## src/rtl/pipe_addsub_if.sv

```systemverilog
// Purpose: operand/result handshake bundle for pipe_addsub.
// Ports (signals):
//   in_valid/in_ready, a, b, cin, sub     : operand issue side
//   out_valid/out_ready, result, cout,
//   ovf, zero                             : result writeback side
// master = issuer/consumer view, slave = the adder's view.
interface pipe_addsub_if #(
  parameter int unsigned WIDTH = 32
);
  logic             in_valid;
  logic             in_ready;
  logic [WIDTH-1:0] a;
  logic [WIDTH-1:0] b;
  logic             cin;
  logic             sub;
  logic             out_valid;
  logic             out_ready;
  logic [WIDTH-1:0] result;
  logic             cout;
  logic             ovf;
  logic             zero;

  modport master (
    output in_valid, a, b, cin, sub, out_ready,
    input  in_ready, out_valid, result, cout, ovf, zero
  );

  modport slave (
    input  in_valid, a, b, cin, sub, out_ready,
    output in_ready, out_valid, result, cout, ovf, zero
  );
endinterface

```

## src/rtl/pipe_addsub.sv

```systemverilog
// Purpose: WIDTH-bit add/subtract unit, carry-pipelined over STAGES slices.
//   Each stage adds one WIDTH/STAGES-bit slice and registers the carry for the
//   next stage; one operation per clock, result STAGES edges after issue.
// Ports:
//   clk    : rising-edge clock
//   rst_n  : synchronous reset, active-low
//   bus    : pipe_addsub_if.slave (operand valid/ready in, result valid/ready out)
module pipe_addsub #(
  parameter int unsigned WIDTH  = 32,
  parameter int unsigned STAGES = 4
) (
  input  logic         clk,
  input  logic         rst_n,
  pipe_addsub_if.slave bus
);
  localparam int unsigned SLICE = WIDTH / STAGES;
  localparam int unsigned LAST  = STAGES - 1;

  // Per-stage token: valid, carry out of the slices done so far, the
  // operand-A word with finished slices replaced by result bits, and the
  // conditioned operand B.
  logic [STAGES-1:0] v_q, v_d;
  logic [STAGES-1:0] c_q, c_d;
  logic [WIDTH-1:0]  acc_q [STAGES];
  logic [WIDTH-1:0]  acc_d [STAGES];
  logic [WIDTH-1:0]  bb_q  [STAGES];
  logic [WIDTH-1:0]  bb_d  [STAGES];
  logic              ovf_q, ovf_d;
  logic              zero_q, zero_d;

  logic [STAGES-1:0] hole;
  logic [STAGES-1:0] load;
  logic [STAGES-1:0] v_src;
  logic [STAGES-1:0] c_src;
  logic [WIDTH-1:0]  acc_src [STAGES];
  logic [WIDTH-1:0]  bb_src  [STAGES];
  logic [SLICE:0]    sum;

  assign hole = ~v_q;

  // A stage loads if any stage at or after it is empty, or the output drains;
  // this lets bubbles collapse under a downstream stall.
  always_comb begin
    load = '0;
    for (int k = 0; k < int'(STAGES); k++) begin
      load[k] = bus.out_ready | (|(hole >> k));
    end
  end

  // Stage inputs: conditioned operands for stage 0, previous stage otherwise.
  always_comb begin
    v_src      = '0;
    c_src      = '0;
    acc_src    = acc_q;
    bb_src     = bb_q;
    v_src[0]   = bus.in_valid;
    c_src[0]   = bus.sub ^ bus.cin;
    acc_src[0] = bus.a;
    bb_src[0]  = bus.sub ? ~bus.b : bus.b;
    for (int k = 1; k < int'(STAGES); k++) begin
      v_src[k]   = v_q[k-1];
      c_src[k]   = c_q[k-1];
      acc_src[k] = acc_q[k-1];
      bb_src[k]  = bb_q[k-1];
    end
  end

  // Slice adders and next-state for every stage.
  always_comb begin
    v_d    = v_q;
    c_d    = c_q;
    acc_d  = acc_q;
    bb_d   = bb_q;
    ovf_d  = ovf_q;
    zero_d = zero_q;
    sum    = '0;
    for (int k = 0; k < int'(STAGES); k++) begin
      sum = {1'b0, acc_src[k][k*SLICE +: SLICE]}
          + {1'b0, bb_src[k][k*SLICE +: SLICE]}
          + {{SLICE{1'b0}}, c_src[k]};
      if (load[k]) begin
        v_d[k]                    = v_src[k];
        c_d[k]                    = sum[SLICE];
        acc_d[k]                  = acc_src[k];
        acc_d[k][k*SLICE +: SLICE] = sum[SLICE-1:0];
        bb_d[k]                   = bb_src[k];
        // Flags are formed as the top slice completes, from the operand signs.
        if (k == int'(LAST)) begin
          ovf_d  = (acc_src[k][WIDTH-1] == bb_src[k][WIDTH-1]) &
                   (acc_d[k][WIDTH-1] != acc_src[k][WIDTH-1]);
          zero_d = (acc_d[k] == '0);
        end
      end
    end
  end

  // Pipeline registers.
  always_ff @(posedge clk) begin
    if (!rst_n) begin
      v_q    <= '0;
      c_q    <= '0;
      ovf_q  <= 1'b0;
      zero_q <= 1'b0;
      for (int k = 0; k < int'(STAGES); k++) begin
        acc_q[k] <= '0;
        bb_q[k]  <= '0;
      end
    end else begin
      v_q    <= v_d;
      c_q    <= c_d;
      ovf_q  <= ovf_d;
      zero_q <= zero_d;
      for (int k = 0; k < int'(STAGES); k++) begin
        acc_q[k] <= acc_d[k];
        bb_q[k]  <= bb_d[k];
      end
    end
  end

  // in_ready is forced low while reset is asserted.
  assign bus.in_ready  = rst_n & load[0];
  assign bus.out_valid = v_q[LAST];
  assign bus.result    = acc_q[LAST];
  assign bus.cout      = c_q[LAST];
  assign bus.ovf       = ovf_q;
  assign bus.zero      = zero_q;
endmodule

```

## src/flat_wrapper.sv

```systemverilog
// flat-port wrapper written by rule: the top's interface ports become plain ports
module pipe_addsub_flat 
#(
  parameter int unsigned WIDTH  = 32,
  parameter int unsigned STAGES = 4
)
  (clk, rst_n, bus_in_valid, bus_a, bus_b, bus_cin, bus_sub, bus_out_ready, bus_in_ready, bus_out_valid, bus_result, bus_cout, bus_ovf, bus_zero);
  pipe_addsub_if #(.WIDTH(WIDTH)) bus_i ();
  input  logic clk;
  input  logic rst_n;
  input wire logic [$bits(bus_i.in_valid)-1:0] bus_in_valid;
  input wire logic [$bits(bus_i.a)-1:0] bus_a;
  input wire logic [$bits(bus_i.b)-1:0] bus_b;
  input wire logic [$bits(bus_i.cin)-1:0] bus_cin;
  input wire logic [$bits(bus_i.sub)-1:0] bus_sub;
  input wire logic [$bits(bus_i.out_ready)-1:0] bus_out_ready;
  output wire logic [$bits(bus_i.in_ready)-1:0] bus_in_ready;
  output wire logic [$bits(bus_i.out_valid)-1:0] bus_out_valid;
  output wire logic [$bits(bus_i.result)-1:0] bus_result;
  output wire logic [$bits(bus_i.cout)-1:0] bus_cout;
  output wire logic [$bits(bus_i.ovf)-1:0] bus_ovf;
  output wire logic [$bits(bus_i.zero)-1:0] bus_zero;
  assign bus_i.in_valid = bus_in_valid;
  assign bus_i.a = bus_a;
  assign bus_i.b = bus_b;
  assign bus_i.cin = bus_cin;
  assign bus_i.sub = bus_sub;
  assign bus_i.out_ready = bus_out_ready;
  assign bus_in_ready = bus_i.in_ready;
  assign bus_out_valid = bus_i.out_valid;
  assign bus_result = bus_i.result;
  assign bus_cout = bus_i.cout;
  assign bus_ovf = bus_i.ovf;
  assign bus_zero = bus_i.zero;
  pipe_addsub #(.WIDTH(WIDTH), .STAGES(STAGES)) u_core (.clk(clk), .rst_n(rst_n), .bus(bus_i));
endmodule
```

## config.mk

```make
export PLATFORM = sky130hd
export DESIGN_NAME = pipe_addsub_flat
export DESIGN_NICKNAME = d
export VERILOG_FILES = /design/src/rtl/pipe_addsub_if.sv /design/src/rtl/pipe_addsub.sv /design/src/flat_wrapper.sv
export SDC_FILE = /design/constraint.sdc
export NUM_CORES = 1
export LEC_CHECK = 0
export CORE_ASPECT_RATIO = 1.4
export CORE_MARGIN = 2
export CORE_UTILIZATION = 45
export CTS_CLUSTER_SIZE = 24
export DETAILED_ROUTE_END_ITERATION = 6
export HOLD_SLACK_MARGIN = 0.03
export PLACE_DENSITY = 0.71
export SYNTH_ARGS = -nofsm -noshare
export SYNTH_HDL_FRONTEND = slang
export SYNTH_SLANG_ARGS = --single-unit
```

## constraint.sdc

```tcl
create_clock -name clk -period 6.7 [get_ports clk]
set_clock_uncertainty 0.15 [all_clocks]
set_input_delay 1.005 -clock clk [delete_from_list [all_inputs] [get_ports clk]]
set_output_delay 1.005 -clock clk [all_outputs]
set_load 0.01 [all_outputs]
```

==> flow_summary.html, run 1 <==
<table>
<tr><th>Metric</th><th>Value</th></tr>
<tr><th colspan="2">Clocking</th></tr>
<tr><td>Clock-pin slew on the worst setup and hold paths</td><td>0.06 ns</td></tr>
<tr><td>Clk_lat worst skew</td><td>0.43 ns</td></tr>
<tr><td>Maximum buffer depth of the clock tree</td><td>2</td></tr>
<tr><td>Resized Gates After CTS</td><td>0</td></tr>
<tr><td>Post-CTS Repair Setup Buffers</td><td>0</td></tr>
<tr><td>Clock net sink count</td><td>186</td></tr>
<tr><td>CTS tree</td><td>built</td></tr>
<tr><td>TritonCTS buffer count</td><td>17</td></tr>
<tr><td>Library cell used as clock root buffer</td><td>sky130_fd_sc_hd__clkbuf_16</td></tr>
<tr><td># H-tree levels</td><td>4</td></tr>
<tr><td>Post-CTS Hold Buffers</td><td>0</td></tr>
<tr><th colspan="2">GRT</th></tr>
<tr><td>Pin count of the biggest net entering global routing</td><td>102</td></tr>
<tr><td>Antenna violations before repair</td><td>0</td></tr>
<tr><td>Number of global-route vias before repair</td><td>6023</td></tr>
<tr><td>Total congestion overflow after global routing</td><td>0</td></tr>
<tr><td>Total track usage</td><td>0.178</td></tr>
<tr><td>Wire length of the first global-routing pass</td><td>29100 um</td></tr>
<tr><th colspan="2">Critical path</th></tr>
<tr><td>R2R Setup Slk</td><td>3.58 ns</td></tr>
<tr><td>Largest fanout on the critical path</td><td>52</td></tr>
<tr><td>Worst setup SP type</td><td>primary input</td></tr>
<tr><td>Worst EP arrival</td><td>3.37 ns</td></tr>
<tr><td>FF-to-FF path depth</td><td>8</td></tr>
<tr><td>Req. time, crit path</td><td>5.54 ns</td></tr>
<tr><td>Worst Path Class, Setup</td><td>in -&gt; out</td></tr>
<tr><td>CP endpoint kind</td><td>output pin</td></tr>
<tr><th colspan="2">Synthesis</th></tr>
<tr><td>Part of the Yosys area used for sequential elements</td><td>0.435</td></tr>
<tr><td>Number of enable flip-flop cells after synthesis</td><td>0</td></tr>
<tr><td>Main flop type after synthesis</td><td>sky130_fd_sc_hd__dfxtp_1</td></tr>
<tr><td>Post-synth net total</td><td>1108</td></tr>
<tr><td>Synthesized flop and latch total</td><td>186</td></tr>
<tr><td>Async set or reset register ratio after synthesis</td><td>0</td></tr>
<tr><td>Synthesized area per cell</td><td>8.54 um2</td></tr>
<tr><td>Total standard cell area after synthesis</td><td>0.00856 mm2</td></tr>
<tr><td>Cell count after synthesis</td><td>1002</td></tr>
<tr><td>Post-synthesis cell type count</td><td>48</td></tr>
<tr><td>Yosys synthesis warning count</td><td>0</td></tr>
<tr><th colspan="2">Route</th></tr>
<tr><td>Wire length reported by the detailed router</td><td>17500 um</td></tr>
<tr><td>Number of nets still failing antenna checks after routing</td><td>0</td></tr>
<tr><td>Number of optimization iterations in the first detailed-route pass</td><td>5</td></tr>
<tr><td>DRC violations left</td><td>0</td></tr>
<tr><td>Violation count after the first detailed-route iteration</td><td>380</td></tr>
<tr><td>Total number of vias</td><td>6480</td></tr>
<tr><td>Vias per Instance</td><td>5.01</td></tr>
<tr><td>Routed wire length per instance</td><td>13.5 um</td></tr>
<tr><th colspan="2">Pwr</th></tr>
<tr><td>Total power divided by cell area</td><td>247 mW/mm2</td></tr>
<tr><td>Worst supply voltage drop on vdd</td><td>0.142 mV</td></tr>
<tr><td>Leakage power</td><td>4.10 nW</td></tr>
<tr><th colspan="2">STA</th></tr>
<tr><td>Post-Route Hold Slack</td><td>0.307 ns</td></tr>
<tr><td>Hold Violations, Final</td><td>0</td></tr>
<tr><td>Final setup violating endpoints</td><td>0</td></tr>
<tr><td>Max frequency</td><td>0.221 GHz</td></tr>
<tr><td>Relative max-transition margin</td><td>0.396</td></tr>
<tr><td>Setup TNS after final layout</td><td>0 ns</td></tr>
<tr><td>Unrepaired setup endpoints after global routing</td><td>false</td></tr>
<tr><td>Worst Tran Pin Value</td><td>0.906 ns</td></tr>
<tr><td>Number of slew-limit violations in the final report</td><td>0</td></tr>
<tr><td>Share of the clock period used by the worst path</td><td>0.675</td></tr>
<tr><td>Clock period minus worst slack</td><td>4.52 ns</td></tr>
<tr><th colspan="2">Cells and area</th></tr>
<tr><td>Layout overhead on the synthesized area</td><td>17.8%</td></tr>
<tr><td>Share of post-route cells with drive strength above 1</td><td>0.0467</td></tr>
<tr><td>Layout Cell Area excl Fill</td><td>0.0101 mm2</td></tr>
<tr><td>Total number of nets in the final design</td><td>1145</td></tr>
<tr><td>Antenna Diode Count</td><td>0</td></tr>
<tr><td>Final core utilization</td><td>0.542</td></tr>
<tr><th colspan="2">Floorplan</th></tr>
<tr><td>Die Span X</td><td>121 um</td></tr>
<tr><td>Total Die Area</td><td>0.0202 mm2</td></tr>
<tr><td>Initial cell density of the core</td><td>0.460</td></tr>
<tr><td>Boundary Pins</td><td>107</td></tr>
<tr><td>Area of the core region</td><td>0.0186 mm2</td></tr>
<tr><td>Die outline height</td><td>167 um</td></tr>
<tr><td>Number of cell rows</td><td>59</td></tr>
<tr><th colspan="2">Flow run</th></tr>
<tr><td>Max-capacitance violation count</td><td>0</td></tr>
<tr><th colspan="2">Placement</th></tr>
<tr><td>IO buf count</td><td>106</td></tr>
<tr><td>Instance area after placement</td><td>0.00951 mm2</td></tr>
<tr><td>HPWL after DPL</td><td>12400 um</td></tr>
<tr><td>Final weighted congestion in routability-driven placement</td><td>0.779</td></tr>
<tr><th colspan="2">Outcome</th></tr>
<tr><td>Result of the run</td><td>completed</td></tr>
<tr><th colspan="2">Hold path</th></tr>
<tr><td>Hold Path Cell Cnt</td><td>2</td></tr>
<tr><td>Worst hold path type</td><td>reg -&gt; reg</td></tr>
</table>
registers in the layout (all words and copies together) (netlist names):
name and cells:
u_core.v_q 4, u_core.c_q 4, u_core.bus.result 32, u_core.bus.zero 1, u_core.bus.ovf 1, u_core.acc_q 96
u_core.bb_q 48
per-layer routing:
layer | vias up | GRT usage | share of wire
met5 | - | 0 | 0
met4 | 0 | 0.0617 | 0.018
met3 | 18 | 0.0313 | 0.030
met2 | 119 | 0.304 | 0.51
met1 | 2976 | 0.224 | 0.45
li1 | 3367 | - | -
Yosys cell counts, types with 8 or more instances:
master	n	area (um2)
sky130_fd_sc_hd__o21ai_0	16	80.1
sky130_fd_sc_hd__buf_4	32	240
sky130_fd_sc_hd__fa_1	8	160
sky130_fd_sc_hd__nor2_1	9	33.8
sky130_fd_sc_hd__a21o_1	8	60.1
sky130_fd_sc_hd__a21oi_1	13	65.1
sky130_fd_sc_hd__xnor2_1	41	359
sky130_fd_sc_hd__a21boi_0	130	976
sky130_fd_sc_hd__o211a_1	31	310
sky130_fd_sc_hd__ha_1	28	350
sky130_fd_sc_hd__clkbuf_1	60	225
sky130_fd_sc_hd__inv_1	16	60.1
sky130_fd_sc_hd__xor2_1	11	96.3
sky130_fd_sc_hd__and2_1	9	56.3
sky130_fd_sc_hd__nand2_1	317	1190
sky130_fd_sc_hd__dfxtp_1	186	3720
sky130_fd_sc_hd__nand3_1	19	95.1
logic make-up (layout without fill, tap and decap cells):
| kind of cell | count (synthesis) | after routing | synth area share |
|---|---|---|---|
| AND/OR/NAND/NOR | 385 | 385 | 0.184 |
| buffers and inverters | 115 | 163 | 0.0652 |
| flip-flops | 186 | 186 | 0.435 |
| multiplexers | 2 | 2 | 0.00234 |
| XOR/XNOR | 52 | 52 | 0.0532 |
| adder cells (fa/ha/maj) | 36 | 36 | 0.0596 |
| AO/OA/AOI/OAI | 226 | 226 | 0.201 |
placed cells by master (no fill, tap or decap), drive strengths merged, types with 3 or more instances in the layout:
master,n
o211a,31
ha,28
nand3b,3
nand2,317
clkbuf,18
dfxtp,186
xnor2,41
nor3,4
buf,13
a21o,8
clkinv,7
o211ai,6
o21bai,4
fa,8
inv,18
a21oi,14
o21ai,16
and2,10
a21boi,131
clkdlybuf4s50,104
nor4,6
nor2,9
nand3,19
xor2,11
o21a,6
final cells by class:
class | count | area [um2]
Fill cell | 1772 | 8520
Timing Repair Buffer | 117 | 1140
Multi-Input combinational cell | 701 | 4280
Clock inverter | 12 | 145
Sequential cell | 186 | 3720
Inverter | 16 | 60.1
Tap cell | 244 | 305
Clock buffer | 18 | 429
stage by stage:
| step | power [W] | std cells | setup WS, ns |
|---|---|---|---|
| 4_1_cts | 0.00252 | 1294 | 2.17 |
| 2_1_floorplan | 0.00143 | 1002 | 2.81 |
| 3_3_place_gp | 0.00153 | 1264 | 2.19 |
| 3_5_place_dp | 0.00154 | 1264 | 2.19 |
| 6_report | 0.00249 | 1294 | 2.18 |
| 5_1_grt | 0.00261 | 1294 | 2.02 |
final timing paths:
kind | from | endpoint
max | bus_out_ready | bus_in_ready
min | u_core.acc_q[103] | u_core.acc_q[103]
max reg2reg | u_core.v_q[3] | u_core.acc_q[112]
min reg2reg | u_core.acc_q[103] | u_core.acc_q[103]
where the power goes:
part / leakage, nW / internal, W / switching, W / total, W
Sequential: 1.53 / 0.00118 / 0.0000474 / 0.00123
Combinational: 2.29 / 0.000159 / 0.000131 / 0.000289
Clock: 0.278 / 0.000551 / 0.000427 / 0.000979
worst max-delay path, cell delays in order:
cell,delay [ns]
sky130_fd_sc_hd__clkdlybuf4s50_1,0.43
sky130_fd_sc_hd__nor2b_2,0.11
sky130_fd_sc_hd__buf_4,0.36
sky130_fd_sc_hd__and3_1,0.21
sky130_fd_sc_hd__buf_4,0.45
sky130_fd_sc_hd__nand2_2,0.10
sky130_fd_sc_hd__and2_1,0.19
sky130_fd_sc_hd__clkdlybuf4s50_1,0.49
Power figures use the tool's default switching activity.
==> inputs of run 2 (changes only) <==
PLACE_DENSITY = 0.73   (was 0.71)
clock period = 3.8 ns   (was 6.7 ns; I/O delays follow)
==> flow_summary.html, run 2 (synthesis gave the netlist of run 1 again) <==
<table>
<tr><th>Metric</th><th>Value</th></tr>
<tr><th colspan="2">Route</th></tr>
<tr><td>Number of nets still failing antenna checks after routing</td><td>0 (unchanged)</td></tr>
<tr><td>DRC violations left</td><td>0 (unchanged)</td></tr>
<tr><td>Number of optimization iterations in the first detailed-route pass</td><td>4 (was 5)</td></tr>
<tr><td>Routed wire length per instance</td><td>13.6 um (was 13.5 um)</td></tr>
<tr><td>Wire length reported by the detailed router</td><td>17700 um (was 17500 um)</td></tr>
<tr><td>Vias per Instance</td><td>4.99 (was 5.01)</td></tr>
<tr><td>Violation count after the first detailed-route iteration</td><td>415 (was 380)</td></tr>
<tr><td>Total number of vias</td><td>6476 (was 6480)</td></tr>
<tr><th colspan="2">Cells and area</th></tr>
<tr><td>Layout overhead on the synthesized area</td><td>17.8% (unchanged)</td></tr>
<tr><td>Layout Cell Area excl Fill</td><td>0.0101 mm2 (unchanged)</td></tr>
<tr><td>Final core utilization</td><td>0.542 (unchanged)</td></tr>
<tr><td>Post-layout instance count excluding filler cells</td><td>1297 (was 1294)</td></tr>
<tr><td>Total number of nets in the final design</td><td>1146 (was 1145)</td></tr>
<tr><td>Commonest non-fill, non-tap cell in the layout</td><td>sky130_fd_sc_hd__nand2_1 (unchanged)</td></tr>
<tr><td>Antenna Diode Count</td><td>0 (unchanged)</td></tr>
<tr><td>Largest Register</td><td>u_core.acc_q (unchanged)</td></tr>
<tr><td>Most frequent cells in the layout</td><td>sky130_fd_sc_hd__nand2_1, sky130_fd_sc_hd__dfxtp_1, sky130_fd_sc_hd__a21boi_0, sky130_fd_sc_hd__clkdlybuf4s50_1, sky130_fd_sc_hd__xnor2_1 (unchanged)</td></tr>
<tr><td>Share of post-route cells with drive strength above 1</td><td>0.0503 (was 0.0467)</td></tr>
<tr><td>Number of flip-flops in the largest register</td><td>96 (unchanged)</td></tr>
<tr><th colspan="2">Critical path</th></tr>
<tr><td>Worst setup SP type</td><td>primary input (unchanged)</td></tr>
<tr><td>Req. time, crit path</td><td>3.08 ns (was 5.54 ns)</td></tr>
<tr><td>Reg2reg end</td><td>u_core.bus.zero (was u_core.acc_q[112])</td></tr>
<tr><td>Capturing element of the worst setup path</td><td>bus_in_ready (unchanged)</td></tr>
<tr><td>R2R Setup Slk</td><td>0.90 ns (was 3.58 ns)</td></tr>
<tr><td>Worst Path Class, Setup</td><td>in -&gt; out (unchanged)</td></tr>
<tr><td>Critical path cell sequence</td><td>clkdlybuf4s50_1, nor2b_2, and3_1, nand2_2, and2_1, clkdlybuf4s50_1 (was clkdlybuf4s50_1, nor2b_2, buf_4, and3_1, buf_4, nand2_2, and2_1, clkdlybuf4s50_1)</td></tr>
<tr><td>Startpoint of the worst-slack reg-to-reg timing path</td><td>u_core.bb_q[56] (was u_core.v_q[3])</td></tr>
<tr><td>FF-to-FF path depth</td><td>8 (unchanged)</td></tr>
<tr><td>Critical path launch point</td><td>bus_out_ready (unchanged)</td></tr>
<tr><td>Slowest library cell on the worst path</td><td>sky130_fd_sc_hd__clkdlybuf4s50_1 (unchanged)</td></tr>
<tr><td>Largest fanout on the critical path</td><td>2 (was 52)</td></tr>
<tr><td>Worst EP arrival</td><td>2.19 ns (was 3.37 ns)</td></tr>
<tr><td>Largest stage delay, worst path</td><td>0.57 ns (was 0.49 ns)</td></tr>
<tr><td>CP endpoint kind</td><td>output pin (unchanged)</td></tr>
<tr><td>Most used cell along the critical path</td><td>sky130_fd_sc_hd__clkdlybuf4s50_1</td></tr>
<tr><th colspan="2">Hold path</th></tr>
<tr><td>Hold Path Cell Cnt</td><td>2 (unchanged)</td></tr>
<tr><td>Worst hold path type</td><td>reg -&gt; reg (unchanged)</td></tr>
<tr><th colspan="2">Floorplan</th></tr>
<tr><td>Initial cell density of the core</td><td>0.460 (unchanged)</td></tr>
<tr><td>Total Die Area</td><td>0.0202 mm2 (unchanged)</td></tr>
<tr><td>Die outline height</td><td>167 um (unchanged)</td></tr>
<tr><td>Number of cell rows</td><td>59 (unchanged)</td></tr>
<tr><td>Boundary Pins</td><td>107 (unchanged)</td></tr>
<tr><td>Area of the core region</td><td>0.0186 mm2 (unchanged)</td></tr>
<tr><td>Die Span X</td><td>121 um (unchanged)</td></tr>
<tr><th colspan="2">Placement</th></tr>
<tr><td>HPWL after DPL</td><td>12900 um (was 12400 um)</td></tr>
<tr><td>Instance area after placement</td><td>0.00952 mm2 (was 0.00951 mm2)</td></tr>
<tr><td>DP Cell Count</td><td>1265 (was 1264)</td></tr>
<tr><td>Setup Slack @ Placement</td><td>0.488 ns (was 2.19 ns)</td></tr>
<tr><td>Final weighted congestion in routability-driven placement</td><td>0.834 (was 0.779)</td></tr>
<tr><td>IO buf count</td><td>106 (unchanged)</td></tr>
<tr><th colspan="2">STA</th></tr>
<tr><td>Hold Violations, Final</td><td>0 (unchanged)</td></tr>
<tr><td>Final setup violating endpoints</td><td>0 (unchanged)</td></tr>
<tr><td>Relative max-transition margin</td><td>0.468 (was 0.396)</td></tr>
<tr><td>Clock period minus worst slack</td><td>2.91 ns</td></tr>
<tr><td>Number of slew-limit violations in the final report</td><td>0 (unchanged)</td></tr>
<tr><td>Setup slack after layout</td><td>0.892 ns (was 2.18 ns)</td></tr>
<tr><td>Unrepaired setup endpoints after global routing</td><td>false (unchanged)</td></tr>
<tr><td>Max frequency</td><td>0.344 GHz</td></tr>
<tr><td>Worst Tran Pin Value</td><td>0.798 ns (was 0.906 ns)</td></tr>
<tr><td>Setup TNS after final layout</td><td>0 ns (unchanged)</td></tr>
<tr><td>Share of the clock period used by the worst path</td><td>0.765</td></tr>
<tr><th colspan="2">GRT</th></tr>
<tr><td>Antenna violations before repair</td><td>0 (unchanged)</td></tr>
<tr><td>Total congestion overflow after global routing</td><td>0 (unchanged)</td></tr>
<tr><td>Number of global-route vias before repair</td><td>6033 (was 6023)</td></tr>
<tr><td>Wire length of the first global-routing pass</td><td>29200 um (was 29100 um)</td></tr>
<tr><td>Pin count of the biggest net entering global routing</td><td>91 (was 102)</td></tr>
<tr><td>Total track usage</td><td>0.179 (was 0.178)</td></tr>
<tr><th colspan="2">Pwr</th></tr>
<tr><td>Leakage power</td><td>4.11 nW (was 4.10 nW)</td></tr>
<tr><td>Int Power</td><td>0.00324 W (was 0.00189 W)</td></tr>
<tr><td>Switching Share</td><td>0.257 (was 0.243)</td></tr>
<tr><td>Total power divided by cell area</td><td>433 mW/mm2 (was 247 mW/mm2)</td></tr>
<tr><td>Switch Pwr</td><td>0.00112 W (was 0.000605 W)</td></tr>
<tr><td>Combinational Power Share</td><td>0.118 (was 0.116)</td></tr>
<tr><td>Worst supply voltage drop on vdd</td><td>0.304 mV (was 0.142 mV)</td></tr>
<tr><td>Flop pwr share</td><td>0.495 (was 0.491)</td></tr>
<tr><td>Portion of total power attributed to the clock network</td><td>0.387 (was 0.392)</td></tr>
<tr><th colspan="2">Clocking</th></tr>
<tr><td>Clock net sink count</td><td>186 (unchanged)</td></tr>
<tr><td>Maximum buffer depth of the clock tree</td><td>2 (unchanged)</td></tr>
<tr><td>Post-CTS Hold Buffers</td><td>0 (unchanged)</td></tr>
<tr><td>Library cell used as clock root buffer</td><td>sky130_fd_sc_hd__clkbuf_16 (unchanged)</td></tr>
<tr><td># H-tree levels</td><td>4 (unchanged)</td></tr>
<tr><td>Resized Gates After CTS</td><td>0 (unchanged)</td></tr>
<tr><td>Clk_lat worst skew</td><td>0.43 ns (about the same)</td></tr>
<tr><td>Post-CTS Repair Setup Buffers</td><td>0 (unchanged)</td></tr>
<tr><td>TritonCTS buffer count</td><td>17 (unchanged)</td></tr>
<tr><td>Clock-pin slew on the worst setup and hold paths</td><td>0.07 ns (was 0.06 ns)</td></tr>
<tr><td>CTS tree</td><td>built (unchanged)</td></tr>
<tr><th colspan="2">Outcome</th></tr>
<tr><td>Result of the run</td><td>completed (unchanged)</td></tr>
<tr><th colspan="2">Flow run</th></tr>
<tr><td>Max-capacitance violation count</td><td>0 (unchanged)</td></tr>
</table>
[run 2: cell count changes in the layout (fill, tap and decap cells not counted), sizes merged]
cell	delta
inv	+7
clkinv	-3
bufinv	-2
buf	+1
[run 2: layer usage]
| layer | share of wire | GRT usage | wire [um] | up-vias |
|---|---|---|---|---|
| met2 | 0.51 | 0.309 | 9050 | 99 |
| met4 | 0.015 | 0.0602 | 271 | 0 |
| met5 | 0 | 0 | 0 | - |
| met3 | 0.029 | 0.0303 | 517 | 16 |
| met1 | 0.44 | 0.226 | 7830 | 2977 |
| li1 | - | - | - | 3384 |
[run 2: worst min-delay path by stage]
stage	to	slack, ns	from
final	u_core.bus.result[14]	0.31	u_core.bus.result[14]
after global routing	u_core.acc_q[103]	0.33	u_core.acc_q[103]
after CTS	u_core.acc_q[101]	0.31	u_core.acc_q[101]
after detailed placement	u_core.acc_q[101]	0.30	u_core.acc_q[101]
after global placement	u_core.acc_q[101]	0.30	u_core.acc_q[101]
after floorplan	u_core.acc_q[103]	0.28	u_core.acc_q[103]
[run 2: power by group through the flow]
| stage | Sequential (W) | Combinational, W | Clock (W) |
|---|---|---|---|
| finish | 0.00216 | 0.000514 | 0.00169 |
| global placement | 0.00220 | 0.000508 | 0 |
| CTS | 0.00216 | 0.000523 | 0.00173 |
| detailed placement | 0.00220 | 0.000516 | 0 |
| global route | 0.00217 | 0.000579 | 0.00181 |
| floorplan | 0.00217 | 0.000355 | 0 |
[run 2: per-stage QoR]
| stage | total power (W) | hold WS [ns] |
|---|---|---|
| 6_report | 0.00436 | 0.311 |
| 5_1_grt | 0.00457 | 0.332 |
| 4_1_cts | 0.00441 | 0.313 |
| 3_5_place_dp | 0.00272 | 0.303 |
| 3_3_place_gp | 0.00271 | 0.299 |
| 2_1_floorplan | 0.00253 | 0.284 |
[run 2: area by class of cell]
type                    instances  area [um2]
flip-flops and latches        186        3720
well taps                     244         305
clock buffers                  18         439
inverters                      16        60.1
repair buffers                118        1140
fillers                      1744        8520
multi-input cells             701        4280
clock inverters                14         128
[run 2: critical path, delay by kind of cell]
family        cells  cell delay, ns
buf+inv           2            1.06
simple gates      4            0.55
